[config.mk]
export PLATFORM = sky130hd
export DESIGN_NAME = mux_sel_pipe
export DESIGN_NICKNAME = d
export VERILOG_FILES = /design/src/rtl/mux_sel_pipe.sv
export SDC_FILE = /design/constraint.sdc
export NUM_CORES = 1
export LEC_CHECK = 0
export ABC_AREA = 1
export BUFFER_PORTS_ARGS = -buffer_cell sky130_fd_sc_hd__buf_2
export CORE_MARGIN = 3
export CORE_UTILIZATION = 40
export CTS_BUF_LIST = sky130_fd_sc_hd__clkbuf_8
export DETAILED_ROUTE_END_ITERATION = 7
export PLACE_DENSITY = 0.83
export SLEW_MARGIN = 20
export SYNTH_ARGS = -nofsm -noshare
export SYNTH_HDL_FRONTEND = slang
export SYNTH_SLANG_ARGS = --single-unit
[constraint.sdc]
create_clock -name clk -period 1.3 [get_ports clk]
set_input_delay 0.26 -clock clk [delete_from_list [all_inputs] [get_ports clk]]
set_output_delay 0.26 -clock clk [all_outputs]
set_load 0.03 [all_outputs]
[src/rtl/mux_sel_pipe.sv]
// mux_sel_pipe: registered NCH-channel selector with valid/ready handshaking.
// A loadable select register picks the source channel. When the macro
// MUX_SEL_RR_EN is defined, mode = 1 switches to a round-robin scan over the
// valid channels. Without the macro, mode is ignored and selection is fixed.
module mux_sel_pipe #(
    parameter int WIDTH = 8,
    parameter int NCH   = 8,
    parameter int SELW  = 3
) (
    input  logic                   clk,
    input  logic                   rst,
    input  logic [NCH*WIDTH-1:0]   in_bus,
    input  logic [NCH-1:0]         in_valid,
    output logic [NCH-1:0]         in_ready,
    input  logic [SELW-1:0]        sel,
    input  logic                   sel_load,
    input  logic                   mode,
    output logic [WIDTH-1:0]       out,
    output logic [SELW-1:0]        out_ch,
    output logic                   out_valid,
    input  logic                   out_ready,
    output logic                   sel_err
);

    // One extra bit so that ptr + offset never overflows before the wrap test.
    typedef logic [SELW:0] wide_idx_t;

    logic [SELW-1:0]  sel_q, sel_d;
    logic [WIDTH-1:0] out_q, out_d;
    logic [SELW-1:0]  out_ch_q, out_ch_d;
    logic             out_valid_q, out_valid_d;
    logic             sel_err_q, sel_err_d;

    logic             space;
    logic             have_cand;
    logic             capture;
    logic [SELW-1:0]  cand;

`ifdef MUX_SEL_RR_EN
    logic [SELW-1:0]  ptr_q, ptr_d;

    // Next channel index after idx, wrapping NCH-1 back to 0.
    function automatic logic [SELW-1:0] wrap_inc(input logic [SELW-1:0] idx);
        wide_idx_t nxt;
        nxt = {1'b0, idx} + wide_idx_t'(1);
        if (nxt >= wide_idx_t'(NCH)) begin
            nxt = '0;
        end
        return nxt[SELW-1:0];
    endfunction
`else
    // mode has no effect when round-robin support is not built in.
    logic unused_mode;
    assign unused_mode = mode;
`endif

    // Choose the candidate channel: the select register, or the first valid
    // channel at or after ptr when the round-robin scan is active.
    always_comb begin
        cand      = sel_q;
        have_cand = 1'b1;
`ifdef MUX_SEL_RR_EN
        if (mode) begin
            cand      = ptr_q;
            have_cand = 1'b0;
            for (int i = 0; i < NCH; i++) begin
                wide_idx_t scan;
                scan = {1'b0, ptr_q} + wide_idx_t'(i);
                if (scan >= wide_idx_t'(NCH)) begin
                    scan = scan - wide_idx_t'(NCH);
                end
                if (!have_cand && in_valid[scan[SELW-1:0]]) begin
                    have_cand = 1'b1;
                    cand      = scan[SELW-1:0];
                end
            end
        end
`endif
    end

    // Handshake, capture decision and next-state values.
    always_comb begin
        space    = !out_valid_q || out_ready;
        in_ready = '0;
        if (!rst && space && have_cand) begin
            in_ready[cand] = 1'b1;
        end
        capture = in_valid[cand] && in_ready[cand];

        out_d       = out_q;
        out_ch_d    = out_ch_q;
        out_valid_d = out_valid_q;
        if (capture) begin
            out_d       = in_bus[cand*WIDTH +: WIDTH];
            out_ch_d    = cand;
            out_valid_d = 1'b1;
        end else if (out_ready && out_valid_q) begin
            out_valid_d = 1'b0;
        end

        // Out-of-range select values are rejected and flagged for one cycle.
        sel_err_d = sel_load && (int'(sel) >= NCH);
        sel_d     = sel_q;
        if (sel_load && !sel_err_d) begin
            sel_d = sel;
        end

`ifdef MUX_SEL_RR_EN
        ptr_d = ptr_q;
        if (capture && mode) begin
            ptr_d = wrap_inc(cand);
        end
`endif
    end

    // State registers; reset clears everything, including any pending capture.
    always_ff @(posedge clk) begin
        if (rst) begin
            sel_q       <= '0;
            out_q       <= '0;
            out_ch_q    <= '0;
            out_valid_q <= 1'b0;
            sel_err_q   <= 1'b0;
`ifdef MUX_SEL_RR_EN
            ptr_q       <= '0;
`endif
        end else begin
            sel_q       <= sel_d;
            out_q       <= out_d;
            out_ch_q    <= out_ch_d;
            out_valid_q <= out_valid_d;
            sel_err_q   <= sel_err_d;
`ifdef MUX_SEL_RR_EN
            ptr_q       <= ptr_d;
`endif
        end
    end

    assign out       = out_q;
    assign out_ch    = out_ch_q;
    assign out_valid = out_valid_q;
    assign sel_err   = sel_err_q;

endmodule

==> summary.txt <==
Synth
  • Top cells by count, synth: 106 x nand2_1, 67 x inv_1, 41 x nand3_1
  • Most frequent cell after synthesis: nand2_1
  • Synth warnings: 0
  • Yosys top cell area share: 24.7%
  • Register area share after synthesis: 18.7%
  • Post-Syn Nets: approximately 400
  • Async set or reset register ratio after synthesis: 0%
  • Top_reg_cell synth: dfxtp_1
  • Cell variety after synth: 19
  • Mapped cell area: 1610 sq um
  • Synth area leader: nand2_1
  • Area contributors post-synth: nand2_1 25%, dfxtp_1 19%, inv_1 16%, nand3_1 13%, nor2_1 6.5%
  • Synth Area per Inst: between 5 and 6 sq um
  • Number of synthesized register bits: 15
  • Cells after Synth: ~320
  • Post-synth EDFFs: 0

Routing
  • Routed WL per cell: 11.8 um
  • Top Metal Used: met4
  • Total length of routed wires: 5690 um
  • Vias: 2214
  • Antenna-violating nets left: 0
  • DRT Pass-1 Iters: 4
  • WL met2: around 2900 um
  • DRC viols: 0
  • DRT iter0 DRCs: 114
  • Vias/cell: 4.57
  • Met3 WL: ~470 um
  • Wire length on met1: ~2200 um

Place
  • Buffers added on ports: 98
  • Setup slack at placement: -0.0852 ns
  • HPWL after DPL: 3890 um
  • Routability congestion estimate: 0.759
  • Placed cell area: 2330 sq um

Clock tree
  • Cts bufs inserted: 3
  • Skew-Pair Late Insertion Delay: 0.25 ns
  • CTS max path bufs: 2
  • Worst-path clk slew: 0.06 ns
  • CTS tree: built
  • CTS sink count: 15
  • Root buffer cell: clkbuf_8
  • Htree depth: 1
  • Hold buffer count at cts: 0

Finish
  • Synth-to-Final Area Change: 70.1%
  • Core Util, Final: between 70% and 80%
  • Nets: 517
  • Share of cells above drive strength 1: approximately 47%
  • Fillers: 322
  • Multi-input combinational cell area: roughly 1200 sq um
  • Register area: ~320 sq um
  • Cell area after layout: 2740 sq um
  • N_diodes: 0

Critical path
  • CP max FO: 5
  • Worst path arrival time: 1.17 ns
  • CP required: 1.04 ns
  • Critical path class: reg2out
  • Crit path buf inv count: 2
  • Crit end category: primary output
  • CP top delay family: flip-flops
  • Slowest stage delay, CP: about 0.4 ns
  • Startpoint Class: flop
  • Crit path cell chain: nand2_2 -> buf_4 -> nor2_4 -> buf_6
  • Slowest cell on crit path: dfxtp_4

Global routing
  • Initial antenna violation count: 0
  • First-pass GRT wire length: 8580 um
  • Remaining Overflow, GRT: 0
  • Number of global-route vias before repair: roughly 2.0k
  • Total GRT Usage: 21.8%
  • Pin count of the biggest net entering global routing: 17

STA
  • Fin Setup TNS: -1.52 ns
  • Fin. Hold Viols: 0
  • Slew Viols, Final: 0
  • Worst setup margin: -0.129 ns
  • RSZ-0062 raised after global routing: true
  • FMAX: 700 MHz
  • Tmin final: 1.43 ns
  • Fin crit share: 110%
  • Clock Skew: 0.00220 ns
  • Final setup fails: 19

Status
  • Status: finished with violations
  • Failing checks: negative setup slack

Power and ir drop
  • VDD IR max: 412 uV
  • Total power draw: 1.94 mW
  • Cell internal pwr: 1.14 mW
  • PwrDens: 709 nW/um^2
  • Clock power share: 19.7%
  • Sequential share of power: approximately 28%
  • Comb pwr share: 51.9%
  • P_sw: 0.802 mW
  • Net Sw Frac: 41.4%
  • Pleak: 1.66 nW

Die
  • Chip height: 69.4 um
  • Core Box Area: 3770 sq um
  • Site Rows: 22
  • Ports: approximately 100
  • Full die area: 4820 sq um
  • Initial Utilization: a little over two fifths
  • Die Wd: between 60 and 70 um

Min path
  • Hold crit path type: in2reg

Job
  • # Max-Cap Violations: 0
## power by group through the flow
stage	Sequential [mW]	Combinational [mW]	Clock, mW
3_5_place_dp	0.555	0.824	0
5_1_grt	0.557	1.10	0.408
2_1_floorplan	0.630	0.475	0
3_3_place_gp	0.553	0.815	0
4_1_cts	0.548	0.911	0.387
6_report	0.550	1.01	0.383
## path summary, 6_finish.rpt
kind	start	end	slack, ns	cells past startpoint
min reg2reg	out_ch[0]	out_ch[0]	0.47	2
min	rst	out_valid	0.19	2
max	cand[1]	in_ready[6]	-0.13	4
max reg2reg	cand[2]	out_ch[1]	-0.09	9
## placed cells by master (no fill, tap or decap)
cell,count
nor2_8,1
nand2_8,2
nand3_1,31
nand2_2,7
buf_6,16
a21oi_1,4
dfxtp_1,11
nand2_4,5
conb_1,1
nand3_4,2
buf_4,18
nor2_4,13
nor2_1,14
clkinv_2,1
buf_2,90
inv_1,67
nor2_2,12
clkbuf_8,3
inv_2,12
o21ai_0,2
inv_4,5
o21ai_1,3
nand2_1,96
inv_8,1
dfxtp_4,4
buf_8,1
nand3_2,12
buf_12,2
## sequential cells by signal (all words and copies together) (netlist names)
name,count
out_ch,3
cand,3
out_valid,1
out,8
## through the flow
step           hold slack, ns  std cells
6_report                0.192        484
5_1_grt                 0.194        484
4_1_cts                 0.179        481
3_5_place_dp            0.445        466
3_3_place_gp            0.438        466
2_1_floorplan           0.319        315
## cell type report
class	count	area share, %
clock buffers	3	1.51
clock inverters	1	0.183
inverters	85	12.4
multi-input cells	205	42.2
flip-flops and latches	15	11.5
well taps	48	2.20
repair buffers	127	30.0
## cells by family after synthesis
kind of cell	count (synthesis)	synth area share (%)
flops	15	18.7
buf+inv	97	24.5
compound gates	9	2.80
other cells	1	0.233
simple gates	193	53.8
## layer usage
layer / global-route usage, % / up-vias
li1: - / 1147
met5: 0 / -
met2: 38.9 / 95
met4: 7.81 / 0
met1: 24.8 / 955
met3: 5.51 / 17
## worst register-to-register path: stages (launching register included)
cell and delay, ns:
dfxtp_4 0.40, inv_4 0.05, nor2_4 0.14, buf_6 0.15, nand3_4 0.07, nand2_4 0.09
nor2_4 0.07, nor2_4 0.19, nand2_1 0.08, o21ai_1 0.07
## what timing repair did
action | in CTS | in global routing
setup buffers | 10 | 2
pin swaps | 12 | 26
cloned | 1 | 1
resized for setup | 30 | 38
endpoints found under the setup margin | 19 | 20
No activity file was read; power rests on OpenSTA's default activity.
